File: config.mk
export PLATFORM = sky130hd
export DESIGN_NAME = clock_lane_ctrl
export DESIGN_NICKNAME = d
export VERILOG_FILES = /design/src/rtl/dsi_pkg.sv /design/src/rtl/clock_lane_ctrl.sv
export SDC_FILE = /design/constraint.sdc
export NUM_CORES = 1
export LEC_CHECK = 0
export ABC_AREA = 0
export BUFFER_PORTS_ARGS = -buffer_cell sky130_fd_sc_hd__buf_2
export CAP_MARGIN = 10
export CORE_ASPECT_RATIO = 0.75
export CORE_MARGIN = 4
export CORE_UTILIZATION = 59
export CTS_BUF_LIST = sky130_fd_sc_hd__clkbuf_8
export CTS_CLUSTER_DIAMETER = 50
export CTS_CLUSTER_SIZE = 24
export DETAILED_ROUTE_END_ITERATION = 16
export MAX_ROUTING_LAYER = met4
export PLACE_DENSITY_LB_ADDON = 0.1
export SLEW_MARGIN = 40
export SYNTH_ARGS = -nofsm -noshare
export SYNTH_HDL_FRONTEND = slang
export SYNTH_SLANG_ARGS = --single-unit
File: constraint.sdc
create_clock -name byte_clk -period 2.3 [get_ports byte_clk]
set_input_delay 0.115 -clock byte_clk [delete_from_list [all_inputs] [get_ports byte_clk]]
set_output_delay 0.115 -clock byte_clk [all_outputs]
set_load 0.05 [all_outputs]
File: src/rtl/dsi_pkg.sv
// Shared DSI lane definitions: clock-lane state encoding, default timing
// constants and output decode, reused by the clock- and data-lane controllers.
package dsi_pkg;

  typedef enum logic [3:0] {
    STOP,
    HS_RQST,
    BRIDGE,
    HS_ZERO,
    HS_PRE,
    ACTIVE,
    POST,
    TRAIL,
    EXIT
  } lane_state_e;

  localparam int unsigned T_LPX_DEF         = 4;
  localparam int unsigned T_CLK_PREPARE_DEF = 3;
  localparam int unsigned T_CLK_ZERO_DEF    = 16;
  localparam int unsigned T_CLK_PRE_DEF     = 2;
  localparam int unsigned T_CLK_POST_DEF    = 8;
  localparam int unsigned T_CLK_TRAIL_DEF   = 4;
  localparam int unsigned T_HS_EXIT_DEF     = 6;

  typedef struct packed {
    logic lp_p;
    logic lp_n;
    logic clk_hi_z;
    logic clk_enable;
    logic hs_ready;
  } lane_out_t;

  function automatic lane_out_t state_outputs(lane_state_e s);
    case (s)
      HS_RQST: return '{1'b0, 1'b1, 1'b1, 1'b0, 1'b0};
      BRIDGE:  return '{1'b0, 1'b0, 1'b1, 1'b0, 1'b0};
      HS_ZERO: return '{1'b0, 1'b0, 1'b0, 1'b0, 1'b0};
      HS_PRE:  return '{1'b0, 1'b0, 1'b0, 1'b1, 1'b0};
      ACTIVE:  return '{1'b0, 1'b0, 1'b0, 1'b1, 1'b1};
      POST:    return '{1'b0, 1'b0, 1'b0, 1'b1, 1'b0};
      TRAIL:   return '{1'b0, 1'b0, 1'b0, 1'b0, 1'b0};
      default: return '{1'b1, 1'b1, 1'b1, 1'b0, 1'b0};
    endcase
  endfunction

  // A zero-length phase still occupies one cycle, so 0 loads like 1.
  function automatic logic [7:0] cnt_load(int unsigned t);
    return (t == 0) ? 8'd0 : 8'(t - 1);
  endfunction

endpackage

File: src/rtl/clock_lane_ctrl.sv
// MIPI D-PHY clock-lane sequencer: walks LP-11 -> HS clocking -> LP-11 with
// all timed phases driven by one shared down-counter.
module clock_lane_ctrl
  import dsi_pkg::*;
#(
  parameter int unsigned T_LPX         = T_LPX_DEF,
  parameter int unsigned T_CLK_PREPARE = T_CLK_PREPARE_DEF,
  parameter int unsigned T_CLK_ZERO    = T_CLK_ZERO_DEF,
  parameter int unsigned T_CLK_PRE     = T_CLK_PRE_DEF,
  parameter int unsigned T_CLK_POST    = T_CLK_POST_DEF,
  parameter int unsigned T_CLK_TRAIL   = T_CLK_TRAIL_DEF,
  parameter int unsigned T_HS_EXIT     = T_HS_EXIT_DEF
) (
  input  logic byte_clk,
  input  logic byte_rst_n,
  input  logic hs_req,
  output logic hs_ready,
  output logic busy,
  output logic lp_p,
  output logic lp_n,
  output logic clk_enable,
  output logic clk_hi_z
);

  if (T_LPX > 255 || T_CLK_PREPARE > 255 || T_CLK_ZERO > 255 || T_CLK_PRE > 255 ||
      T_CLK_POST > 255 || T_CLK_TRAIL > 255 || T_HS_EXIT > 255) begin : g_bad_timing
    $error("clock_lane_ctrl: timing parameter exceeds 8-bit counter range");
  end

  lane_state_e state_q, state_d;
  logic [7:0]  cnt_q, cnt_d;
  lane_out_t   out_q, out_d;
  logic        busy_q, busy_d;

  always_comb begin
    state_d = state_q;
    cnt_d   = cnt_q;
    case (state_q)
      STOP: begin
        if (hs_req) begin
          state_d = HS_RQST;
          cnt_d   = cnt_load(T_LPX);
        end
      end
      ACTIVE: begin
        if (!hs_req) begin
          state_d = POST;
          cnt_d   = cnt_load(T_CLK_POST);
        end
      end
      default: begin
        // Timed phases ignore hs_req entirely; only the counter moves them on.
        if (cnt_q != 8'd0) begin
          cnt_d = cnt_q - 8'd1;
        end else begin
          case (state_q)
            HS_RQST: begin state_d = BRIDGE;  cnt_d = cnt_load(T_CLK_PREPARE); end
            BRIDGE:  begin state_d = HS_ZERO; cnt_d = cnt_load(T_CLK_ZERO);    end
            HS_ZERO: begin state_d = HS_PRE;  cnt_d = cnt_load(T_CLK_PRE);     end
            HS_PRE:  begin state_d = ACTIVE;  cnt_d = 8'd0;                    end
            POST:    begin state_d = TRAIL;   cnt_d = cnt_load(T_CLK_TRAIL);   end
            TRAIL:   begin state_d = EXIT;    cnt_d = cnt_load(T_HS_EXIT);     end
            EXIT:    begin state_d = STOP;    cnt_d = 8'd0;                    end
            default: begin state_d = STOP;    cnt_d = 8'd0;                    end
          endcase
        end
      end
    endcase
    out_d  = state_outputs(state_d);
    busy_d = (state_d != STOP);
  end

  // Outputs are decoded from the next state so they flip on the same edge as state_q.
  always_ff @(posedge byte_clk or negedge byte_rst_n) begin
    if (!byte_rst_n) begin
      state_q <= STOP;
      cnt_q   <= 8'd0;
      out_q   <= state_outputs(STOP);
      busy_q  <= 1'b0;
    end else begin
      state_q <= state_d;
      cnt_q   <= cnt_d;
      out_q   <= out_d;
      busy_q  <= busy_d;
    end
  end

  assign lp_p       = out_q.lp_p;
  assign lp_n       = out_q.lp_n;
  assign clk_hi_z   = out_q.clk_hi_z;
  assign clk_enable = out_q.clk_enable;
  assign hs_ready   = out_q.hs_ready;
  assign busy       = busy_q;

endmodule

* Word level (Yosys, flattened, before mapping)
Cells that the tools add are included.
** Storage, ports and cells
- Flip-flop bits (word level) :: 18
- Bits of input ports :: 3
- Output and inout bits :: 6
- Logic and storage cells :: 42
** Operators by class
- Add/subtract/negate cells :: 1
- Equality and inequality tests :: 16
- Mux-type cells :: 11
- Reductions and logical operators :: 6
** Operator list (count)
- == test 4 x 3 -> 1 bit, second input constant :: 8
- case mux 5 bit (5 select lines) :: 1
- 2-to-1 mux 8 bit :: 3
- case mux 4 bit (6 select lines) :: 1
- case mux 4 bit (5 select lines) :: 1
- == test 4 x 2 -> 1 bit, second input constant :: 4
- case mux 8 bit (2 select lines) :: 1
- 2-to-1 mux 4 bit :: 3
- == test 4 x 1 -> 1 bit, second input constant :: 2
- case mux 4 bit (2 select lines) :: 1
- nonzero test 8 bit :: 1
- subtractor 8 x 1 -> 8 bit, second input constant :: 1
- logical NOT 4 bit :: 1
- != test 2 bit, second input constant :: 2
- nonzero test 4 bit :: 1
- OR reduction 2 bit :: 2
- AND reduction 2 bit :: 1

* Depth between registers and ports, before layout
- Depth after elaboration :: 7
- Gate-level depth with buffers :: 7
- Depth with buffers taken out :: 6

* Least setup slack after synthesis
Ideal clock, no wire load.
- Kind :: register to register
- Start point :: register cnt_q[4]
- End point :: register cnt_q[0]
- Library setup time :: 0.126 ns
- Arrival :: 1.528 ns
- Data required time :: 2.174 ns
- Setup slack :: 0.646 ns
- Stages on the path, launching flop included :: 6
- Buffers on the path :: 1
- Clock period less this slack :: 1.654 ns
- Cells stage by stage :: dfrtp_1 > nor4_4 > and2_4 > buf_8 > nor2_1 > o32a_1
** On the way
- Cells in the longest elaborated chain, start to end :: 3
** RTL lines
- start: declaration :: RTL line clock_lane_ctrl.sv:31 : logic [7:0] cnt_q, cnt_d;
- start signal: assignment :: RTL line clock_lane_ctrl.sv:82 : cnt_q <= cnt_d;
- nonzero test 8 bit :: RTL line clock_lane_ctrl.sv:53 : if (cnt_q != 8'd0) begin
- 2-to-1 mux 8 bit :: RTL line clock_lane_ctrl.sv:53
- case mux 8 bit (2 select lines) :: RTL line clock_lane_ctrl.sv:38 : case (state_q)
No other way between the ends.
A chain may end at the register's enable or synchronous reset.

* Worst setup path after layout
- Start point :: register cnt_q[0]
- End point :: register state_q[1]
** On the way
- Cells in the longest elaborated chain, start to end :: 3
** RTL lines
- nonzero test 8 bit :: RTL line clock_lane_ctrl.sv:53
- 2-to-1 mux 4 bit :: RTL line clock_lane_ctrl.sv:53
- case mux 4 bit (2 select lines) :: RTL line clock_lane_ctrl.sv:38
- net state_d[1] :: RTL line clock_lane_ctrl.sv:30 : lane_state_e state_q, state_d;
- end signal: assignment :: RTL line clock_lane_ctrl.sv:81 : state_q <= state_d;
- end: declaration :: RTL line clock_lane_ctrl.sv:30
The timed path passes the listed nets, and every way through them passes these cells.

==> impl_metrics.ini <==
[drt]
vias_per_cell = 6.51
ant_nets = 0
wl_per_cell_um = 16.7
drtIter0Drc = 40
first_pass_iters = 4
via_count = 970
routed_wl_um = 2490
drcViolationCount = 0

[placement]
place_ws_ns = 0.465
hpwl_um = 1720
place_congestion = 0.903
place.port_buffers = 8

[clock_tree]
cts.sinks = 18
clkTransAtPathRegs_ns = 0.06
clockBufferDepth = 2
cts_buffers = 3
root_buffer = clkbuf_8
htree_levels = 1
worst_skew_pair.late_latency_ns = 0.26
ctsResizeCount = 0
cts_tree = built

[setup_path]
worstPathRequired_ns = 2.45
worstReg2RegStart = cnt_q[0]
path_max_fanout = 15
worstPathArrival_ns = 2.05
startpoint_type = flip-flop
crit_start = cnt_q[0]
max_stage_delay_ns = 0.41
crit_slowest_cell = dfrtp_1
crit_chain = inv_1, ha_1, nor3b_2, nand2_2, mux2_2, o41ai_2
crit_buf_inv = 1
worstSetupPathType = flip-flop to flip-flop
end_kind = flip-flop
crit_family = simple AND/OR/NAND/NOR gates

[logic_synthesis]
synth_most_common_cell = dfrtp_1
synth_edf_count = 0
netlist.area_leader.share_pct = 32.8
syn-cell-area_um2 = 1140
synth.avg_cell_area_um2 = 9.54
synth_common_cells = dfrtp_1 (15), nor2_1 (10), nand2_1 (8)
synth-async-reset-ratio_pct = 100
ys.flop_type = dfrtp_1
ys_warn_count = 0
syn_inst = 120
synth_cell_type_count = 47
synth_area_leader_cell = dfrtp_1
netlist_top_cells_area = dfrtp_1 (33%), dfstp_2 (6.9%), nor2_1 (3.3%)
synth-seq-cells = 18
yosysSeqAreaShare_pct = 39.7
syn_nets = 125

[sta]
fin_crit_ns = 1.89
tns_ns = 0
fin_ws_ns = 0.405
rsz0062_at_grt = no
max_freq_mhz = 528
setup_viol = 0
worst_clock_skew_ns = 0.00788
whs_ns = 0.127
report.final.slew_viol_count = 0
report.final.hold_viol_count = 0
period_share_pct = 82.4
relSlewSlack_pct = 67.4
worst_pin_slew_ns = 0.489

[floorplanning]
die_h_um = 46.2
coreArea_um2 = 1790
io_pins = 9
die_area_um2 = 2720
rows = 13
dieWidth_um = 58.9
start_util_pct = 64.0

[finish]
antenna_cells = 0
final_util_pct = 68.6
layout-drive-gt1-share_pct = 22.0
final_nets = 133
areaGrowthSynthToFinish_pct = 7.21

[grt]
grt_pass1_wl_um = 4340
grt_max_degree = 19
grt_pass1_vias = 869
grt_overflow_total = 0
grt.total_usage_pct = 22.5
antenna_found_initial = 0

[job]
drv_cap = 0

[power_and_ir_drop]
peakVddDrop_uv = 363
p_leak_nw = 0.520
powerDensity_nw_per_um2 = 451

[worst_hold_path]
hold_path.class = input port to flip-flop
min_from = hs_req

[run_status]
status = finished, final reports clean
[per-layer routing]
layer	track usage [%]	share of wire [%]	wire (um)
met3	5.88	5.1	128
met4	6.79	1.4	35
met1	31.8	50	1240
met5	-	0	0
met2	31.3	44	1090
[through the flow]
step	instances	total power [mW]	area [um2]
2_1_floorplan	120	0.324	1140
3_3_place_gp	144	0.333	1170
3_5_place_dp	144	0.333	1170
4_1_cts	149	0.556	1230
5_1_grt	149	0.566	1230
6_report	149	0.554	1230
[what timing repair did]
action | 4_1_cts | 5_1_grt
setup endpoints to repair | 0 | 0
endpoints found under the hold margin | 15 | 0
setup buffers | 0 | 0
hold buffers | 1 | 0
[final cells by class]
cell class                 instances  area [um2]
fill                             140         562
clock buffer                       3        41.3
sequential                        18         454
multi-input combinational         85         591
tap                               22        27.5
timing repair buffer              14        87.6
inverter                           6        22.5
clock inverter                     1        3.75
[flip-flops by register name, summed over array words and instances (netlist names)]
register,cells
busy,1
clk_enable,1
clk_hi_z,1
cnt_q,8
hs_ready,1
lp_n,1
lp_p,1
state_q,4
[placed cells by master (no fill, tap or decap), types with 4 or more instances in the layout]
master,count
buf_4,5
o21ai_0,5
inv_1,7
buf_2,8
nor3_1,6
nand3_1,4
nor2_1,10
o211ai_1,5
o31ai_1,4
nand2_1,8
dfrtp_1,15
[power breakdown]
group | switching (mW) | total, mW | internal (mW)
Combinational | 0.00810 | 0.0111 | 0.00296
Clock | 0.107 | 0.226 | 0.119
Sequential | 0 | 0.317 | 0.317
Total | 0.115 | 0.554 | 0.439
[final timing paths]
check,end,slack (ns),depth (start not counted)
min,lp_p,0.13,2
max reg2reg,state_q[1],0.41,6
max in group asynchronous,lp_p,1.68,2
max,state_q[1],0.41,6
min in group asynchronous,cnt_q[6],0.29,2
min reg2reg,cnt_q[1],0.56,1
[logic make-up after synthesis]
family	after synthesis	share of synthesized area [%]
AOI/OAI and AO/OA	35	24.0
xor gates and xnor gates	1	0.765
adders and majority gates	2	2.19
buffers and inverters	17	8.74
DFF	18	39.7
muxes	3	2.73
and+or+nand+nor	44	21.9
Power figures use the tool's default switching activity.
